<file path="config.mk">
export PLATFORM = sky130hd
export DESIGN_NAME = spi_flash_reader
export DESIGN_NICKNAME = d
export VERILOG_FILES = /design/src/rtl/spi_flash_reader.sv
export SDC_FILE = /design/constraint.sdc
export NUM_CORES = 1
export LEC_CHECK = 0
export CAP_MARGIN = 30
export CORE_ASPECT_RATIO = 0.5
export CORE_MARGIN = 10
export CORE_UTILIZATION = 55
export DETAILED_ROUTE_END_ITERATION = 7
export PLACE_DENSITY_LB_ADDON = 0.12
export SYNTH_ARGS = -nofsm -noshare
export SYNTH_HDL_FRONTEND = slang
export SYNTH_SLANG_ARGS = --single-unit
export TNS_END_PERCENT = 30
</file>
<file path="constraint.sdc">
create_clock -name clk -period 5.79 [get_ports clk]
set_clock_uncertainty 0.2 [all_clocks]
set_input_delay 1.4475 -clock clk [delete_from_list [all_inputs] [get_ports clk]]
set_output_delay 1.4475 -clock clk [all_outputs]
set_load 0.03 [all_outputs]
</file>
<file path="src/rtl/spi_flash_reader.sv">
// spi_flash_reader: SPI mode-0 initiator that issues READ (0x03) plus a 24-bit address
// and streams the returned bytes out on a valid/ready interface with backpressure.
module spi_flash_reader #(
    parameter int CLK_DIV = 4,
    parameter int LENW    = 16
) (
    input  logic            clk,
    input  logic            reset,
    input  logic            req_valid,
    output logic            req_ready,
    input  logic [23:0]     req_addr,
    input  logic [LENW-1:0] req_len,
    output logic [7:0]      rd_data,
    output logic            rd_valid,
    input  logic            rd_ready,
    output logic            busy,
    output logic            done,
    output logic            spi_sck,
    output logic            spi_cs,
    output logic            spi_mosi,
    input  logic            spi_miso
);
    localparam int DW = CLK_DIV > 1 ? $clog2(CLK_DIV) : 1;
    localparam logic [DW-1:0] DIV_MAX = DW'(CLK_DIV - 1);

    typedef enum logic [2:0] {IDLE, CS_SETUP, SHIFT_CA, DATA_WAIT, DATA, CS_HOLD, FINISH} state_t;

    state_t          state;
    logic [DW-1:0]   div;
    logic [4:0]      bit_cnt;
    logic [LENW-1:0] remaining;
    logic [31:0]     tx_sr;
    logic [7:0]      rx_sr;
    logic            tick;
    logic            slot_free;
    logic            last_bit;

    assign req_ready = state == IDLE;
    assign spi_mosi  = tx_sr[31];
    assign tick      = div == DIV_MAX;
    assign slot_free = !rd_valid || rd_ready;
    assign last_bit  = bit_cnt == (state == SHIFT_CA ? 5'd31 : 5'd7);

    // Each SCK period is a low half then a high half; DATA_WAIT owns the low half
    // of a byte's first bit so it can stall there while the output slot is full.
    always_ff @(posedge clk or posedge reset) begin
        if (reset) begin
            state     <= IDLE;
            div       <= '0;
            bit_cnt   <= '0;
            remaining <= '0;
            tx_sr     <= '0;
            rx_sr     <= '0;
            rd_data   <= '0;
            rd_valid  <= 1'b0;
            busy      <= 1'b0;
            done      <= 1'b0;
            spi_sck   <= 1'b0;
            spi_cs    <= 1'b1;
        end else begin
            done <= 1'b0;
            if (rd_valid && rd_ready)
                rd_valid <= 1'b0;
            case (state)
                IDLE: if (req_valid) begin
                    tx_sr     <= {8'h03, req_addr};
                    remaining <= req_len;
                    busy      <= 1'b1;
                    div       <= '0;
                    bit_cnt   <= '0;
                    if (req_len == '0) begin
                        state <= FINISH;
                        done  <= 1'b1;
                    end else begin
                        state  <= CS_SETUP;
                        spi_cs <= 1'b0;
                    end
                end
                CS_SETUP: begin
                    div <= tick ? '0 : div + 1'b1;
                    if (tick)
                        state <= SHIFT_CA;
                end
                SHIFT_CA, DATA: begin
                    div <= tick ? '0 : div + 1'b1;
                    if (tick && !spi_sck) begin
                        spi_sck <= 1'b1;
                        rx_sr   <= {rx_sr[6:0], spi_miso};
                    end else if (tick) begin
                        spi_sck <= 1'b0;
                        tx_sr   <= {tx_sr[30:0], 1'b0};
                        bit_cnt <= last_bit ? 5'd0 : bit_cnt + 5'd1;
                        if (last_bit && state == SHIFT_CA) begin
                            state <= DATA_WAIT;
                        end else if (last_bit) begin
                            rd_data   <= rx_sr;
                            rd_valid  <= 1'b1;
                            remaining <= remaining - 1'b1;
                            state     <= remaining == LENW'(1) ? CS_HOLD : DATA_WAIT;
                        end
                    end
                end
                DATA_WAIT: begin
                    if (!tick) begin
                        div <= div + 1'b1;
                    end else if (slot_free) begin
                        div     <= '0;
                        spi_sck <= 1'b1;
                        rx_sr   <= {rx_sr[6:0], spi_miso};
                        state   <= DATA;
                    end
                end
                CS_HOLD: if (slot_free) begin
                    div <= tick ? '0 : div + 1'b1;
                    if (tick) begin
                        spi_cs <= 1'b1;
                        state  <= FINISH;
                        done   <= 1'b1;
                    end
                end
                FINISH: begin
                    busy  <= 1'b0;
                    state <= IDLE;
                end
                default: state <= IDLE;
            endcase
        end
    end
endmodule

</file>
**Word-level counts from Yosys, hierarchy flattened**

Index checks and enable logic that the tools add are counted.
Widths: inputs -> output; s select.

- Bitwise logic cells: 2
- Add/subtract/negate cells: 3
- Muxes and demuxes: 62
- Reductions and logical operators: 24
- Equality and inequality tests: 24

Operators with widths:

| operator | count |
|---|---|
| $mux 32 | 3 |
| $mux 16 | 5 |
| $pmux 32 s2 | 1 |
| $mux 3 | 12 |
| $pmux 16 s2 | 1 |
| $mux 5 | 5 |
| $mux 8 | 3 |
| $ne 2x2->1 const B | 12 |
| $mux 1 | 19 |
| $eq 16x1->1 const B | 1 |
| $logic_not 16->1 | 1 |
| $pmux 8 s2 | 1 |
| $reduce_and 4->1 | 4 |
| $sub 16x1->16 const B | 1 |
| $pmux 3 s5 | 1 |
| $mux 2 | 5 |
| $pmux 5 s2 | 1 |
| $reduce_and 5->1 | 2 |
| $eq 3x3->1 const B | 3 |
| $ne 3x3->1 const B | 3 |
| $reduce_and 9->1 | 1 |
| $pmux 1 s2 | 4 |
| $pmux 2 s4 | 1 |
| $reduce_bool 2->1 | 4 |
| 16 further kinds | 21 |

- Output and inout bits: 15
- Input bits: 45
- Word-level logic and storage cells: 127
- Register bits after elaboration: 79

**Logic depth before layout (Yosys ltp)**

- Depth in word-level cells: 8
- Depth in mapped cells: 9
- Mapped depth without buffers: 6

**Least setup slack after synthesis**

Ideal clock, no wire load.

- Kind: register to output
- Start point: register state[1]
- End point: output req_ready
- Data required time: 4.143 ns
- Arrival time: 1.357 ns
- Slack: 2.785 ns
- Cell stages (with the launch flop): 3
- Buffers on the path: 1
- Path through: dfrtp_1 > buf_2 > nor3_1

- Longest elaborated chain between the ends: 1

RTL lines:

| item | RTL line | source |
|---|---|---|
| from (decl) | 28 | `state_t state;` |
| from (signal assigned) | 99 | `state <= remaining == LENW'(1) ? CS_HOLD : DATA_WAIT;` |
| $logic_not 3->1 | 38 | `assign req_ready = state == IDLE;` |
| to (decl) | 10 | `output logic req_ready,` |

No other way between the ends.

**Worst setup path after layout**

Same ends and word-level chain as after synthesis.

==> out/results.txt <==
In this run the standard cell core region covers 0.00688 sq mm. The global-route wire length before repair was 15.7 mm; the maximum buffer depth of the clock tree was 2. The sink of the worst hold path was spi_cs$_DFFE_PP1P_. The worst hold path was traced through 2 stages.

For the global routing usage summed across all routing layers, the log shows 0.169. The tools report the worst path arrival time as 2260 ps. TritonCTS built the clock tree. Yosys mapped the design onto 58 distinct sky130hd cell types.

The number of nets in the synthesized netlist is 491. The worst setup path is launched from a register. The effective utilization at floorplan was 0.582; the setup TNS after final layout was 0 ps. For this run, the post-layout net count is 537. Post-route clock period utilization: 0.675. The filler cell count is 520. The number of I/O port buffers works out to 59. The run finished with clean final reports. The tools report the max-slew violation count as 0. Across the whole layout, storage elements account for 0.00198 sq mm. The number of clock buffers added by TritonCTS is 9. The logs give 0 for the final antenna-violating net count and 260 ps for the minimum hold slack.

Yosys instantiated no cell more often than nand2_1. For the number of hold-slack violations in the final timing report, the log shows 0. Summed over all layers, the global routing overflow is 0.

The max-capacitance violation count is 0. The die boundary height works out to 80.3 um. The first TritonRoute pass finished after 5 iterations.

Buffers added to address setup during post-CTS repair amount to 0. Share of cells above drive strength 1: 0.0892. Actual transition at the worst max-transition pin: 910 ps.

The placed instances occupy a cell area of 0.00463 sq mm. CTS saw 79 sinks. Number of antenna violations at the first check in global routing: 0.

The die covers 0.0113 sq mm. Setup repair after global routing left no endpoint under its margin. Across all layers, the routed design uses 3436 vias.

For the final instance count without filler cells, the log shows 585. By startpoint and endpoint, the worst setup path is classified as reg -> out. The layout-stage area growth over the synthesis result is 22.9%, and the share of synthesized registers carrying an async set or reset is 1.00. In this run, post-CTS hold repair placed 0 buffers. The tools report the post-layout worst setup margin as 1880 ps. STA puts the critical path data required time at 4140 ps. Across all register-to-register paths, the minimum setup slack is 2800 ps. The tools report the beginning of the worst register-to-register path as div[0]$_DFFE_PP0P_.

The via count of the first global-routing pass was 3177. Summed over all layers, the routed wires come to 9.41 mm. The logs give 0 for the post-route DRC violation count and 569 for the instance count after placement with tap cells included.

Site row count: 21. The tree is rooted in a clkbuf_16. The static leakage power was 2.06 nW; the proportion of netlist area held by the largest area contributor was 0.487. The finished cells cover 0.00492 sq mm.

The tools report the pre-CTS setup slack as 1750 ps. The startpoint identified for the worst hold timing path is spi_cs$_DFFE_PP1P_. The run gives 60 as the count of pins on the block boundary. The most used flip-flop cell after synthesis is dfrtp_1. Worst supply voltage drop on vdd: 0.327 mV. The logs give 0.00187 sq mm for the area of combinational cells with multiple inputs and 0 for the number of setup violations in the final report. Clock latency on the worst-skew pair, taken at its later pin, is 340 ps. The power density of the placed cells was 497 mW/mm^2; the number of cells produced by synthesis was 442.

Based on the critical path, the design can be clocked at up to 256 MHz. The synthesized design spends more area on one cell type than any other, namely dfrtp_1. After synthesis the netlist holds a flip-flop and latch count of 79. The final estimated routing congestion in global placement was 0.843; the number of levels in the clock H-tree was 3.

The run gives 0.715 as the share of the core filled with cells. The width of the die works out to 141 um. The total chip power was 2.45 mW; the number of synthesized flops with an enable pin was 0. STA classifies the critical path endpoint as an output pin. Counting cells, the worst reg-to-reg path comes to 6.

The final HPWL from detailed placement came out at 6.42 mm. Among all stages on the critical path, the largest delay is contributed by clkdlybuf4s50_1. Portion of the post-synthesis area used by sequential elements: 0.494. Dividing the detail-routed wire length by the instance count gives 16.1 um. The count of cells resized by post-cts repair came out at 0.

After synthesis, the cell types taking the most area are dfrtp_1, nand2_1, mux2_2, a31oi_1, nor2_1. The max-slew headroom at the worst pin came out at 0.393. Mean area per synthesized cell: 9.06 sq um.

The min-delay analysis places its worst path in the category reg -> reg. For the DRC violation total after the first TritonRoute iteration, the log shows 330. The mapped netlist covers 0.00401 sq mm. Count of warnings emitted by yosys: 0. On the worst path, the slowest cell contributes a delay of 780 ps. After detailed routing, the number of vias per cell comes to 5.87. The clock period minus worst slack is 3910 ps. The tools report the antenna diode count as 0.

The commonest cells after synthesis are nand2_1, dfrtp_1, nor2_1. Walking the worst path, the cells encountered are nor3_1 -> clkdlybuf4s50_1. In this run the worst path has a maximum fanout of 18. Entering global routing, the biggest net connects 57 pins.

Clock-pin slew was measured on the worst setup and hold paths at 60 ps. In this run the critical register-to-register path is captured at rd_data[3]$_DFFE_PP0P_.
==> worst max path at each step <==
| stage | startpoint | to | slack, ps |
|---|---|---|---|
| 3_5_place_dp | req_valid | rd_data[4]$_DFFE_PP0P_ | 1750 |
| 2_1_floorplan | reset | bit_cnt[0]$_DFFE_PP0P_ | 2120 |
| 6_report | state[1]$_DFFE_PP0P_ | req_ready | 1880 |
| 5_1_grt | state[1]$_DFFE_PP0P_ | req_ready | 1830 |
| 4_1_cts | state[1]$_DFFE_PP0P_ | req_ready | 1920 |
| 3_3_place_gp | req_valid | rd_data[1]$_DFFE_PP0P_ | 1770 |
==> worst max-delay path: cells and delay by family, from the launching register on <==
kind          cells  cell delay [ps]
buf+inv           1              780
flops             1              570
simple gates      1              570
==> power breakdown <==
group          internal (mW)  switching [mW]  leakage [nW]
clock                  0.335           0.224         0.144
combinational          0.365           0.582         0.937
sequential             0.753           0.187         0.976
==> routing by layer <==
metal  GRT usage  vias to the layer above  wire, um
li1            -                     1669         -
met2       0.237                      111      3980
met4      0.0492                        0        90
met3      0.0728                        9       811
met1       0.230                     1647      4520
met5           0                        -         0
==> cell families after synthesis <==
| logic type | after synthesis | synth area share |
|---|---|---|
| DFF | 79 | 0.494 |
| buffers and inverters | 35 | 0.0403 |
| muxes | 17 | 0.0475 |
| adders and majority gates | 4 | 0.0125 |
| AOI/OAI and AO/OA | 112 | 0.179 |
| and+or+nand+nor | 193 | 0.222 |
| xor gates and xnor gates | 2 | 0.00437 |
==> final cells by class <==
type	count	share of cell area
flip-flops and latches	79	0.402
clock buffers	11	0.0473
well taps	92	0.0234
repair buffers	63	0.130
multi-input cells	328	0.380
inverters	7	0.00559
clock inverters	5	0.0117
==> state kept, by name (all words and copies together), names as in the netlist <==
register,flops
state,3
remaining,16
rd_valid,1
bit_cnt,5
rx_sr,8
div,2
done,1
busy,1
rd_data,8
tx_sr,32
spi_sck,1
spi_cs,1
==> cell usage in the layout, fill, tap and decap left out, drive strengths merged, types with 2 or more instances in the layout <==
cell type / n
buf: 4
nand4b: 3
nand2: 87
clkdlybuf4s50: 59
nor2b: 2
o22ai: 2
clkinv: 5
dfrtp: 78
nand3: 18
and2: 2
a31oi: 25
o21ai: 36
inv: 6
ha: 4
nand4: 2
o22a: 2
mux2: 16
o211ai: 3
or3: 2
nor3: 10
o31a: 2
clkbuf: 11
a22oi: 6
nand2b: 5
nor2: 42
nor4: 12
o31ai: 3
or2: 2
o2bb2ai: 5
a21oi: 18
No activity file was read; power rests on OpenSTA's default activity.
